### src/rtl/uart_pkg.sv
// Shared UART definitions: line-state FSM encoding and framing constants.
// The transmitter and the receiver both import this package.
package uart_pkg;

  localparam int   DATA_BITS            = 8;
  localparam int   FRAME_BITS           = 10;
  localparam int   DEFAULT_CLKS_PER_BIT = 5208;
  localparam logic LINE_IDLE            = 1'b1;

  typedef enum logic [1:0] {
    IDLE  = 2'd0,
    START = 2'd1,
    DATA  = 2'd2,
    STOP  = 2'd3
  } uart_state_e;

endpackage

### src/rtl/uart_tx_if.sv
// Byte handshake between a producing client and the UART transmitter.
interface uart_tx_if;
  import uart_pkg::*;

  logic [DATA_BITS-1:0] data;
  logic                 valid;
  logic                 ready;

  modport master (output data, output valid, input ready);
  modport slave  (input data, input valid, output ready);

endinterface

### src/rtl/uart_bit_timer.sv
// Bit-period counter: counts 0..CLKS_PER_BIT-1 while enabled and flags the terminal count.
// Shared by the UART transmitter and receiver.
module uart_bit_timer
  import uart_pkg::*;
#(
  parameter int CLKS_PER_BIT = DEFAULT_CLKS_PER_BIT
) (
  input  logic clk,
  input  logic reset,
  input  logic clear,
  input  logic enable,
  output logic tick
);

  localparam int CNT_W = (CLKS_PER_BIT > 1) ? $clog2(CLKS_PER_BIT) : 1;
  localparam logic [CNT_W-1:0] TERMINAL = CNT_W'(CLKS_PER_BIT - 1);

  logic [CNT_W-1:0] count;

  assign tick = enable && (count == TERMINAL);

  // Restarting at terminal count keeps every bit exactly CLKS_PER_BIT long.
  always_ff @(posedge clk or posedge reset) begin
    if (reset) begin
      count <= '0;
    end else if (clear || tick) begin
      count <= '0;
    end else if (enable) begin
      count <= count + CNT_W'(1);
    end
  end

endmodule

### src/rtl/uart_tx.sv
// UART transmitter: one byte per valid/ready handshake, sent as an 8N1 frame on tx.
// tx and done are registered so the pin never sees combinational glitches.
module uart_tx
  import uart_pkg::*;
#(
  parameter int CLKS_PER_BIT = DEFAULT_CLKS_PER_BIT
) (
  input  logic     clk,
  input  logic     reset,
  uart_tx_if.slave bus,
  output logic     tx,
  output logic     done
);

  localparam int IDX_W = $clog2(DATA_BITS);
  localparam logic [IDX_W-1:0] LAST_IDX = IDX_W'(DATA_BITS - 1);

  uart_state_e          state, state_next;
  logic [DATA_BITS-1:0] shift_reg, shift_next;
  logic [IDX_W-1:0]     bit_idx, idx_next;
  logic                 tx_next;
  logic                 done_next;
  logic                 timer_clear;
  logic                 timer_en;
  logic                 tick;

  uart_bit_timer #(
    .CLKS_PER_BIT(CLKS_PER_BIT)
  ) u_bit_timer (
    .clk    (clk),
    .reset  (reset),
    .clear  (timer_clear),
    .enable (timer_en),
    .tick   (tick)
  );

  assign bus.ready   = (state == IDLE);
  assign timer_en    = (state != IDLE);
  assign timer_clear = (state == IDLE);

  always_comb begin
    state_next = state;
    shift_next = shift_reg;
    idx_next   = bit_idx;
    done_next  = 1'b0;
    unique case (state)
      IDLE: begin
        if (bus.valid) begin
          shift_next = bus.data;
          idx_next   = '0;
          state_next = START;
        end
      end
      START: begin
        if (tick) state_next = DATA;
      end
      DATA: begin
        if (tick) begin
          shift_next = {1'b0, shift_reg[DATA_BITS-1:1]};
          idx_next   = bit_idx + IDX_W'(1);
          if (bit_idx == LAST_IDX) state_next = STOP;
        end
      end
      STOP: begin
        if (tick) begin
          state_next = IDLE;
          done_next  = 1'b1;
        end
      end
      default: state_next = IDLE;
    endcase
  end

  // Line level is derived from the state being entered so it changes on the same edge.
  always_comb begin
    tx_next = LINE_IDLE;
    unique case (state_next)
      IDLE:    tx_next = LINE_IDLE;
      START:   tx_next = 1'b0;
      DATA:    tx_next = shift_next[0];
      STOP:    tx_next = 1'b1;
      default: tx_next = LINE_IDLE;
    endcase
  end

  always_ff @(posedge clk or posedge reset) begin
    if (reset) begin
      state   <= IDLE;
      bit_idx <= '0;
      tx      <= LINE_IDLE;
      done    <= 1'b0;
    end else begin
      state   <= state_next;
      bit_idx <= idx_next;
      tx      <= tx_next;
      done    <= done_next;
    end
  end

  // Payload only matters once loaded on a handshake, so it carries no reset.
  always_ff @(posedge clk) begin
    shift_reg <= shift_next;
  end

endmodule
### src/flat_wrapper.sv
// flat-port wrapper written by rule: the top's interface ports become plain ports
module uart_tx_flat import uart_pkg::*;
#(
  parameter int CLKS_PER_BIT = DEFAULT_CLKS_PER_BIT
)
  (clk, reset, tx, done, bus_data, bus_valid, bus_ready);
  uart_tx_if bus_i ();
  input  logic clk;
  input  logic reset;
  output logic tx;
  output logic done;
  input wire logic [$bits(bus_i.data)-1:0] bus_data;
  input wire logic [$bits(bus_i.valid)-1:0] bus_valid;
  output wire logic [$bits(bus_i.ready)-1:0] bus_ready;
  assign bus_i.data = bus_data;
  assign bus_i.valid = bus_valid;
  assign bus_ready = bus_i.ready;
  uart_tx #(.CLKS_PER_BIT(CLKS_PER_BIT)) u_core (.clk(clk), .reset(reset), .bus(bus_i), .tx(tx), .done(done));
endmodule
### config.mk
export PLATFORM = sky130hd
export DESIGN_NAME = uart_tx_flat
export DESIGN_NICKNAME = d
export VERILOG_FILES = /design/src/rtl/uart_pkg.sv /design/src/rtl/uart_tx_if.sv /design/src/rtl/uart_bit_timer.sv /design/src/rtl/uart_tx.sv /design/src/flat_wrapper.sv
export SDC_FILE = /design/constraint.sdc
export NUM_CORES = 1
export LEC_CHECK = 0
export CAP_MARGIN = 20
export CORE_ASPECT_RATIO = 1.2
export CORE_MARGIN = 1
export CORE_UTILIZATION = 39
export DETAILED_ROUTE_END_ITERATION = 7
export PLACE_DENSITY = 0.56
export SYNTH_ARGS = -nofsm -noshare
export SYNTH_HDL_FRONTEND = slang
export SYNTH_SLANG_ARGS = --single-unit
### constraint.sdc
create_clock -name clk -period 3.2 [get_ports clk]
set_input_delay 0.32 -clock clk [delete_from_list [all_inputs] [get_ports clk]]
set_output_delay 0.32 -clock clk [all_outputs]
set_load 0.05 [all_outputs]
==> summary.md, run 1 <==
| Metric | Value |
|---|---|
| Status | finished with violations |
| Violated checks | DRC |
| Fin crit share | 77.1% |
| Critical Path Sink Type | output port |
| Clock latency on the worst-skew pair | 0.28 ns |
| Max-cap violations | 0 |
| Post-route DRC violation count | 2 |
| Post-synthesis cell type count | 42 |
| Filler instances | 326 |
| Setup repair after global routing missed its margin | no |
| Number of standard cells after synthesis | 135 |
| Detailed Place HPWL | 1990 um |
| Number of antenna violations at the first check in global routing | 0 |
| Longest Clk Path Bufs | 2 |
| I/O pin count | 14 |
| Total standard cell area after synthesis | 0.00144 mm2 |
| Max Slew Vio Count | 0 |
| Worst-margin pin slew | 0.795 ns |
| Initial cell density of the core | 42.1% |
| Resized Gates After CTS | 0 |
| Area contributors post-synth | sky130_fd_sc_hd__dfrtp_1 33%, sky130_fd_sc_hd__edfxtp_1 15%, sky130_fd_sc_hd__nor2_1 5.5% |
| Highest clock frequency the design can meet | 405 MHz |
| Leakage Power | 0.669 nW |
| Power per standard cell area | 528 mW/mm2 |
| Area occupied by registers | 732 um2 |
| Clock slew at reported path FFs | 0.10 ns |
| Startpoint class of the critical path | flip-flop |
| Final design instance area without fill | 0.00166 mm2 |
| Layout Nets | 164 |
| Yosys top cell area share | 33.0% |
| Net Count, Synth | 151 |
| Register bit count reported by yosys | 28 |
| Most frequent cells after synthesis | 21 x sky130_fd_sc_hd__nor2_1, 19 x sky130_fd_sc_hd__dfrtp_1, 8 x sky130_fd_sc_hd__nand2_1, 7 x sky130_fd_sc_hd__edfxtp_1, 7 x sky130_fd_sc_hd__xnor2_1 |
| Final Critical Period | 2.47 ns |
| Worst-path fanout max | 18 |
| Layout overhead on the synthesized area | 15.1% |
| Total count of hold-check failures in the final report | 0 |
| Final weighted congestion of routability-driven global placement | 0.782 |
| Warning count from the yosys run | 0 |
| Root Buffer Master | sky130_fd_sc_hd__clkbuf_8 |
| Peak supply drop | 0.317 mV |
| Setup Viol. Count Final | 0 |
| CTS buffer count | 3 |
| Overall track demand over capacity in global routing | 16.1% |
| CP Class | flip-flop to output port |
| Count of flip-flops with a built-in enable after synthesis | 7 |
| Class of the tightest hold or removal check | primary input to async pin |
| Library cell occupying the most area in the post-synthesis netlist | sky130_fd_sc_hd__dfrtp_1 |
| Part of the Yosys area used for sequential elements | 50.8% |
| Leftover overflow at the end of global routing | 0 |
| Multi-input gate area | 661 um2 |
| Number of buffers inserted to repair setup after CTS | 0 |
| I/O Buffers | 13 |
| Die boundary height | 68.6 um |
| Most instantiated library cell after synthesis | sky130_fd_sc_hd__nor2_1 |
| Maximum number of pins on one net before global-route repair | 21 |
| Sum of routed wire length over all layers | 2800 um |
| Hold-fix buffers at CTS | 0 |
| Final TNS setup | 0 ns |
| Number of global-route vias before repair | 1013 |
| DRT antenna net count | 0 |
| Row count | 23 |
| Mapped Avg Cell Area | 10.7 um2 |
| First-pass DRT Iterations | 6 |
| TritonCTS clock tree | done |
| Slew HR | 47.0% |
| Initial DRC Count | 37 |
| Primary flip-flop cell chosen by synthesis mapping | sky130_fd_sc_hd__dfrtp_1 |
| Vias per cell | 5.58 |
| Fraction of synthesis flops using an asynchronous set or reset pin | 71.4% |
| Number of cell instances on the worst register-to-register path | 8 |
| Floorplan die area | 0.00394 mm2 |
| Core Box Area | 0.00342 mm2 |
| Max reg flops | 13 |
| Global-route wire length before repair | 4730 um |
| Number of clock sinks seen by CTS | 28 |
| Proportion of layout cells with a drive suffix above 1 | 5.44% |
| Instance area after placement | 0.00159 mm2 |
| CP Data Arrival Time | 2.15 ns |
| Power after layout | 0.877 mW |
| Width of the die | 57.5 um |
| Required time of the worst setup path | 2.88 ns |
| Detailed-route via count | 1026 |
| Htree depth | 1 |
| Routed wire per std cell | 15.2 um |
| Post-Route Skew | 0.00613 ns |
| Antenna diode count | 0 |
-- critical path: stages (launching register included) --
cell,delay (ns)
sky130_fd_sc_hd__dfrtp_1,0.59
sky130_fd_sc_hd__nor2_1,0.40
sky130_fd_sc_hd__clkdlybuf4s50_1,0.88
-- layout make-up --
cell class | count | share of cell area, %
repair buffers | 13 | 7.84
clock buffers | 3 | 2.49
multi-input cells | 97 | 39.8
clock inverters | 1 | 1.81
well taps | 37 | 2.79
inverters | 5 | 1.13
flip-flops and latches | 28 | 44.1
-- per-stage QoR --
step	util (%)	cells	worst slack, ns	hold slack (ns)
2_1_floorplan	-	135	1.09	0.283
3_3_place_gp	46.4	180	1.05	0.460
3_5_place_dp	46.4	180	0.999	0.476
4_1_cts	48.4	184	0.684	0.491
5_1_grt	48.4	184	0.585	0.508
6_report	48.4	184	0.732	0.482
-- worst paths after layout --
path / from / endpoint / slack [ns]
max: u_core.state[0] / bus_ready / 0.73
min in group clk: u_core.u_bit_timer.count[0] / u_core.u_bit_timer.count[0] / 0.49
max in group asynchronous: reset / u_core.u_bit_timer.count[4] / 2.22
min: reset / u_core.u_bit_timer.count[6] / 0.48
min reg2reg: u_core.u_bit_timer.count[0] / u_core.u_bit_timer.count[0] / 0.49
max reg2reg: u_core.u_bit_timer.count[0] / u_core.tx / 0.98
-- layer usage --
layer	GRT usage [%]	wire [um]	up-vias	part of all wire (%)
met1	19.7	1290	499	46
met2	28.8	1390	13	50
li1	-	-	509	-
met4	6.40	44	0	1.6
met3	2.24	72	5	2.6
met5	0	0	-	0
-- cell families (layout without fill, tap and decap cells) --
| family | after synthesis | count (layout) | synth area share (%) |
|---|---|---|---|
| compound gates | 20 | 20 | 10.5 |
| xor+xnor | 11 | 11 | 6.68 |
| fa+ha+maj | 5 | 5 | 4.34 |
| buf+inv | 10 | 22 | 3.38 |
| flops | 28 | 28 | 50.8 |
| mux | 1 | 1 | 0.694 |
| simple gates | 60 | 60 | 23.6 |
-- power breakdown --
part           switching, mW  internal (mW)  total (mW)
clock network          0.114          0.168       0.282
logic                 0.0630         0.0704       0.133
registers             0.0542          0.407       0.461
total                  0.231          0.645       0.877
-- placed cells by master (no fill, tap or decap), types with 3 or more instances in the layout --
| master | instances |
|---|---|
| sky130_fd_sc_hd__dfrtp_1 | 19 |
| sky130_fd_sc_hd__nand3_1 | 3 |
| sky130_fd_sc_hd__and2_1 | 5 |
| sky130_fd_sc_hd__ha_1 | 5 |
| sky130_fd_sc_hd__inv_1 | 5 |
| sky130_fd_sc_hd__clkdlybuf4s50_1 | 13 |
| sky130_fd_sc_hd__clkbuf_8 | 3 |
| sky130_fd_sc_hd__xnor2_1 | 7 |
| sky130_fd_sc_hd__nor2_1 | 21 |
| sky130_fd_sc_hd__nand4_1 | 5 |
| sky130_fd_sc_hd__a22oi_1 | 6 |
| sky130_fd_sc_hd__edfxtp_1 | 7 |
| sky130_fd_sc_hd__xor2_1 | 4 |
| sky130_fd_sc_hd__nand2_1 | 8 |
Note: power is estimated with default switching activity, not from simulation.
==> run 2: changes to the inputs <==
==> constraint.sdc (replaced) <==
create_clock -name clk -period 2.3 [get_ports clk]
set_input_delay 0.23 -clock clk [delete_from_list [all_inputs] [get_ports clk]]
set_output_delay 0.23 -clock clk [all_outputs]
set_load 0.05 [all_outputs]
==> run 2 against run 1 <==
  * The flow still finishes with violations (DRC)
  * Die area stayed put
  * Flip-flop and latch count unchanged
  * Final area grew 1.4%
  * Routed wire length up 1.6%
  * Critical path type is now flip-flop to flip-flop
  * Largest power group unchanged
  * Highest routed layer unchanged
==> summary.md, run 2 (synthesis results as in run 1) <==
| Metric | Value |
|---|---|
| Status | finished with violations |
| Violated checks | DRC |
| Number of clock sinks seen by CTS | 28 (unchanged) |
| Required time of the worst setup path | 2.52 ns (-0.36 ns) |
| Logic depth of the worst path, buffers included | 8 (+6) |
| Floorplan die area | 0.00394 mm2 (unchanged) |
| Longest Clk Path Bufs | 2 (unchanged) |
| Initial cell density of the core | 42.1% (unchanged) |
| Filler instances | 335 (+2.8%) |
| Number of antenna violations at the first check in global routing | 0 (unchanged) |
| Instance area after placement | 0.00160 mm2 (+0.79%) |
| Peak-usage layer in the global routing report | met2 |
| Highest clock frequency the design can meet | 455 MHz |
| Final Critical Period | 2.20 ns |
| Initial DRC Count | 47 (+27%) |
| Core Box Area | 0.00342 mm2 (unchanged) |
| Proportion of layout cells with a drive suffix above 1 | 8.67% (+3.2 points) |
| Detailed Place HPWL | 1970 um (-0.89%) |
| Number of global-route vias before repair | 1101 (+8.7%) |
| Sum of routed wire length over all layers | 2850 um (+1.6%) |
| Power per standard cell area | 730 mW/mm2 (+38%) |
| Most frequent cells in the layout | 21 x sky130_fd_sc_hd__nor2_1, 19 x sky130_fd_sc_hd__dfrtp_1, 12 x sky130_fd_sc_hd__clkdlybuf4s50_1 |
| Total count of hold-check failures in the final report | 0 (unchanged) |
| Post-route DRC violation count | 2 (unchanged) |
| Multi-input gate area | 663 um2 (+0.38%) |
| Leftover overflow at the end of global routing | 0 (unchanged) |
| Launch instance of the worst register-to-register path | u_core.u_bit_timer.count[0] |
| Routed wire per std cell | 15.2 um (about the same) |
| Final cell utilization of the core | 49.1% (+0.66 points) |
| Critical Path Sink Type | flip-flop |
| Peak supply drop | 0.526 mV (+66%) |
| Slew HR | 47.8% (+0.86 points) |
| Root Buffer Master | sky130_fd_sc_hd__clkbuf_8 |
| Hold-fix buffers at CTS | 0 (unchanged) |
| Htree depth | 1 (unchanged) |
| Number of buffers and inverters on the critical path | 0 (-1) |
| CP Class | flip-flop to flip-flop |
| Overall track demand over capacity in global routing | 16.1% (-0.048 points) |
| Max Slew Vio Count | 0 (unchanged) |
| Layout overhead on the synthesized area | 16.7% |
| Vias per cell | 5.51 (-1.1%) |
| Antenna diode count | 0 (unchanged) |
| Crit path from | u_core.u_bit_timer.count[0] |
| Maximum number of pins on one net before global-route repair | 21 (unchanged) |
| Layout Nets | 167 (+1.8%) |
| Worst-margin pin slew | 0.782 ns (-0.0129 ns) |
| Setup Viol. Count Final | 0 (unchanged) |
| First-pass DRT Iterations | 6 (unchanged) |
| Fin crit share | 95.6% |
| Worst hold-check slack | 0.391 ns (-0.0909 ns) |
| I/O Buffers | 13 (unchanged) |
| CTS buffer count | 3 (unchanged) |
| Leakage Power | 0.685 nW (+2.4%) |
| I/O pin count | 14 (unchanged) |
| Max-cap violations | 0 (unchanged) |
| Worst path slowest cell | sky130_fd_sc_hd__dfrtp_1 |
| Area occupied by registers | 732 um2 (unchanged) |
| Clock latency on the worst-skew pair | 0.27 ns (about the same) |
| Setup repair after global routing missed its margin | no |
| Max reg flops | 13 (unchanged) |
| Met2 routing resource usage after global routing | 29.1% (+0.29 points) |
| Global-route wire length before repair | 4890 um (+3.2%) |
| Crit-path leading delay family | simple AND/OR/NAND/NOR gates |
| Row count | 23 (unchanged) |
| CP Data Arrival Time | 2.42 ns (+0.27 ns) |
| Class of the tightest hold or removal check | primary input to async pin |
| Critical-path cell list | ha_2, and4b_1, and3_4, a311o_1, and2_1, ha_1, and2b_1, a22o_1 |
| Final TNS setup | 0 ns (unchanged) |
| Startpoint class of the critical path | flip-flop |
| Met1 routing resource usage after global routing | 19.7% (about the same) |
| Most common cell after layout, fill and taps aside | sky130_fd_sc_hd__nor2_1 |
| Post-Route Skew | 0.00405 ns (-0.00208 ns) |
| Clock slew at reported path FFs | 0.10 ns (about the same) |
| TritonCTS clock tree | done |
| Worst-path fanout max | 5 (-13) |
| Die boundary height | 68.6 um (unchanged) |
| Final weighted congestion of routability-driven global placement | 0.763 (-2.4%) |
| Number of cell instances on the worst register-to-register path | 8 (unchanged) |
| Detailed-route via count | 1031 (+0.49%) |
| Longest individual stage delay on the worst path | 0.41 ns (-0.47 ns) |
| Final design instance area without fill | 0.00168 mm2 (+1.4%) |
| M3 GR Usage | 2.24% (unchanged) |
| Width of the die | 57.5 um (unchanged) |
| DRT antenna net count | 0 (unchanged) |
-- run 2: through the flow --
step,instances,worst slack (ns),power (mW)
floorplan,135,0.193,0.778
global placement,182,0.156,0.833
detailed placement,182,0.0775,0.839
CTS,186,0.0519,1.23
global route,187,0.000346,1.29
finish,187,0.102,1.23
-- run 2: cell type report --
type | count | share of cell area, %
timing repair buffer | 16 | 8.93
sequential | 28 | 43.5
multi-input combinational | 97 | 39.4
tap | 37 | 2.75
clock inverter | 1 | 1.79
clock buffer | 3 | 2.46
inverter | 5 | 1.12
-- run 2: layer usage --
metal | wire, um | vias up
li1 | - | 513
met1 | 1320 | 504
met2 | 1440 | 12
met3 | 70 | 2
met4 | 18 | 0
met5 | 0 | -
-- run 2: path summary, 6_finish.rpt --
check / end / slack [ns]
max: u_core.tx / 0.10
max reg2reg: u_core.tx / 0.10
min reg2reg: u_core.bit_idx[0] / 0.50
max in group asynchronous: u_core.u_bit_timer.count[5] / 1.42
min in group clk: u_core.bit_idx[0] / 0.50
min: u_core.u_bit_timer.count[11] / 0.39
-- run 2: timing repair --
item / CTS / global route
gates resized for setup: 0 / 1
setup endpoints to repair: 0 / 1
buffers inserted: 0 / 1
-- run 2: report_power, final --
group | switching [mW] | internal (mW)
Sequential | 0.0802 | 0.567
Combinational | 0.0892 | 0.103
Clock | 0.156 | 0.233
Total | 0.326 | 0.902
==> run 3: changes to the inputs <==
==> constraint.sdc (replaced) <==
create_clock -name clk -period 2.7 [get_ports clk]
set_input_delay 0.27 -clock clk [delete_from_list [all_inputs] [get_ports clk]]
set_output_delay 0.27 -clock clk [all_outputs]
set_load 0.05 [all_outputs]
==> run 3 against run 2 <==
  * The flow still finishes with violations (DRC)
  * Via count up 1.4%
  * Hold slack improved by 0.045 ns
  * Count of clock-buffer cells in the layout stayed put
  * Largest cell class unchanged
==> summary.md, run 3 (synthesis results as in run 1) <==
| Metric | Value |
|---|---|
| Max reg flops | 13 (unchanged) |
| Number of cell instances on the worst register-to-register path | 8 (unchanged) |
| Setup Viol. Count Final | 0 (unchanged) |
| Leftover overflow at the end of global routing | 0 (unchanged) |
| Class of the tightest hold or removal check | primary input to async pin |
| Highest clock frequency the design can meet | 406 MHz |
| Worst reg2reg setup slack | 0.43 ns (+0.33 ns) |
| Antenna diode count | 0 (unchanged) |
| DRT antenna net count | 0 (unchanged) |
| Leakage Power | 0.669 nW (-2.4%) |
| Final weighted congestion of routability-driven global placement | 0.771 (+1.0%) |
| Core Box Area | 0.00342 mm2 (unchanged) |
| Critical-path cell list | nor2_1, clkdlybuf4s50_1 |
| I/O pin count | 14 (unchanged) |
| Root Buffer Master | sky130_fd_sc_hd__clkbuf_8 |
| Max-cap violations | 0 (unchanged) |
| Crit-path leading delay family | buffers and inverters |
| Filler instances | 319 (-4.8%) |
| Die boundary height | 68.6 um (unchanged) |
| Width of the die | 57.5 um (unchanged) |
| TritonCTS clock tree | done |
| Relative contribution of sequential cells to total power | 53.2% (+0.5 points) |
| Status | finished with violations |
| Max Slew Vio Count | 0 (unchanged) |
| Startpoint class of the critical path | flip-flop |
| Peak supply drop | 0.357 mV (-32%) |
| Worst path slowest cell | sky130_fd_sc_hd__clkdlybuf4s50_1 |
| Overall track demand over capacity in global routing | 15.9% (-0.15 points) |
| First-pass DRT Iterations | 6 (unchanged) |
| Clock slew at reported path FFs | 0.10 ns (about the same) |
| Maximum number of pins on one net before global-route repair | 21 (unchanged) |
| Slew HR | 46.7% (-1.1 points) |
| Initial DRC Count | 48 (+2.1%) |
| Number of antenna violations at the first check in global routing | 0 (unchanged) |
| Setup repair after global routing missed its margin | no |
| Worst-margin pin slew | 0.799 ns (+0.0167 ns) |
| Vias per cell | 5.68 (+3.0%) |
| I/O Buffers | 13 (unchanged) |
| Violated checks | DRC |
| Fin crit share | 91.2% |
| Clock latency on the worst-skew pair | 0.27 ns (about the same) |
| Post-Route Skew | 0.00522 ns (+0.00117 ns) |
| Routed wire per std cell | 14.9 um (-2.0%) |
| Post-route DRC violation count | 2 (unchanged) |
| Number of clock sinks seen by CTS | 28 (unchanged) |
| Required time of the worst setup path | 2.43 ns (-0.09 ns) |
| Floorplan die area | 0.00394 mm2 (unchanged) |
| Cell-internal power | 0.765 mW (-15%) |
| Area occupied by registers | 732 um2 (unchanged) |
| Sum of routed wire length over all layers | 2750 um (-3.5%) |
| CTS buffer count | 3 (unchanged) |
| Final TNS setup | 0 ns (unchanged) |
| Proportion of layout cells with a drive suffix above 1 | 5.44% (-3.2 points) |
| Row count | 23 (unchanged) |
| Crit path from | u_core.state[0] |
| Number of buffers inserted to repair setup after CTS | 0 (unchanged) |
| Switching power total | 0.272 mW (-16%) |
| Initial cell density of the core | 42.1% (unchanged) |
| Clock share of power | 31.5% (-0.2 points) |
| Logic depth of the worst path, buffers included | 2 (-6) |
| Hold-fix buffers at CTS | 0 (unchanged) |
| Longest individual stage delay on the worst path | 0.89 ns (+0.48 ns) |
| CP Data Arrival Time | 2.19 ns (-0.23 ns) |
| Number of buffers and inverters on the critical path | 1 (+1) |
| Resized Gates After CTS | 0 (unchanged) |
| Most frequent cells in the layout | 21 x sky130_fd_sc_hd__nor2_1, 19 x sky130_fd_sc_hd__dfrtp_1, 13 x sky130_fd_sc_hd__clkdlybuf4s50_1 |
| Detailed Place HPWL | 1960 um (-0.63%) |
| Htree depth | 1 (unchanged) |
| Layout Nets | 164 (-1.8%) |
| Total count of hold-check failures in the final report | 0 (unchanged) |
| Worst setup path end | bus_ready |
| Global-route wire length before repair | 4770 um (-2.4%) |
| Critical Path Sink Type | output port |
| Multi-input gate area | 661 um2 (-0.38%) |
| Proportion of power drawn by combinational gates | 15.3% (-0.3 points) |
| Power per standard cell area | 625 mW/mm2 (-14%) |
| Critical R2R Capture | u_core.tx |
| Launch instance of the worst register-to-register path | u_core.u_bit_timer.count[0] |
| Final Critical Period | 2.46 ns |
| Most common cell after layout, fill and taps aside | sky130_fd_sc_hd__nor2_1 |
| Detailed-route via count | 1045 (+1.4%) |
| Longest Clk Path Bufs | 2 (unchanged) |
| Worst hold-check slack | 0.436 ns (+0.0453 ns) |
| Layout overhead on the synthesized area | 15.1% |
| Worst-path fanout max | 18 (+13) |
| Sw Ratio | 26.2% (-0.28 points) |
| Number of global-route vias before repair | 1071 (-2.7%) |
| CP Class | flip-flop to output port |
[run 3: stage by stage]
stage	instance area [um2]	cells	total power, mW	worst slack, ns	utilization, %
after CTS	1660	184	1.05	0.219	48.4
after floorplan	1440	135	0.663	0.593	-
after global routing	1660	184	1.10	0.132	48.4
final	1660	184	1.04	0.237	48.4
after detailed placement	1590	180	0.718	0.469	46.4
after global placement	1590	180	0.711	0.554	46.4
[run 3: worst min-delay path by stage]
stage,start,endpoint,slack (ns),depth (start not counted)
2_1_floorplan,reset,u_core.bit_idx[0],0.23,1
3_3_place_gp,u_core.u_bit_timer.count[0],u_core.u_bit_timer.count[0],0.46,1
3_5_place_dp,u_core.u_bit_timer.count[0],u_core.u_bit_timer.count[0],0.49,1
4_1_cts,reset,u_core.u_bit_timer.count[9],0.46,2
5_1_grt,reset,u_core.done,0.50,2
6_report,reset,u_core.u_bit_timer.count[9],0.44,2
[run 3: power groups by stage]
stage,clock (mW),combinational [mW],sequential [mW]
global placement,0,0.156,0.555
global route,0.353,0.186,0.562
CTS,0.335,0.161,0.551
finish,0.327,0.159,0.552
detailed placement,0,0.159,0.559
floorplan,0,0.123,0.540
[run 3: area by class of cell]
cell class	count	share of cell area, %
repair buffers	13	7.84
clock buffers	3	2.49
inverters	5	1.13
well taps	37	2.79
multi-input cells	97	39.8
flip-flops and latches	28	44.1
clock inverters	1	1.81
[run 3: routing by layer]
layer,vias up,wire [um],track usage (%)
met1,514,1280,19.2
met3,4,90,2.61
met4,0,36,7.93
li1,510,-,-
met5,-,0,0
met2,17,1340,27.8
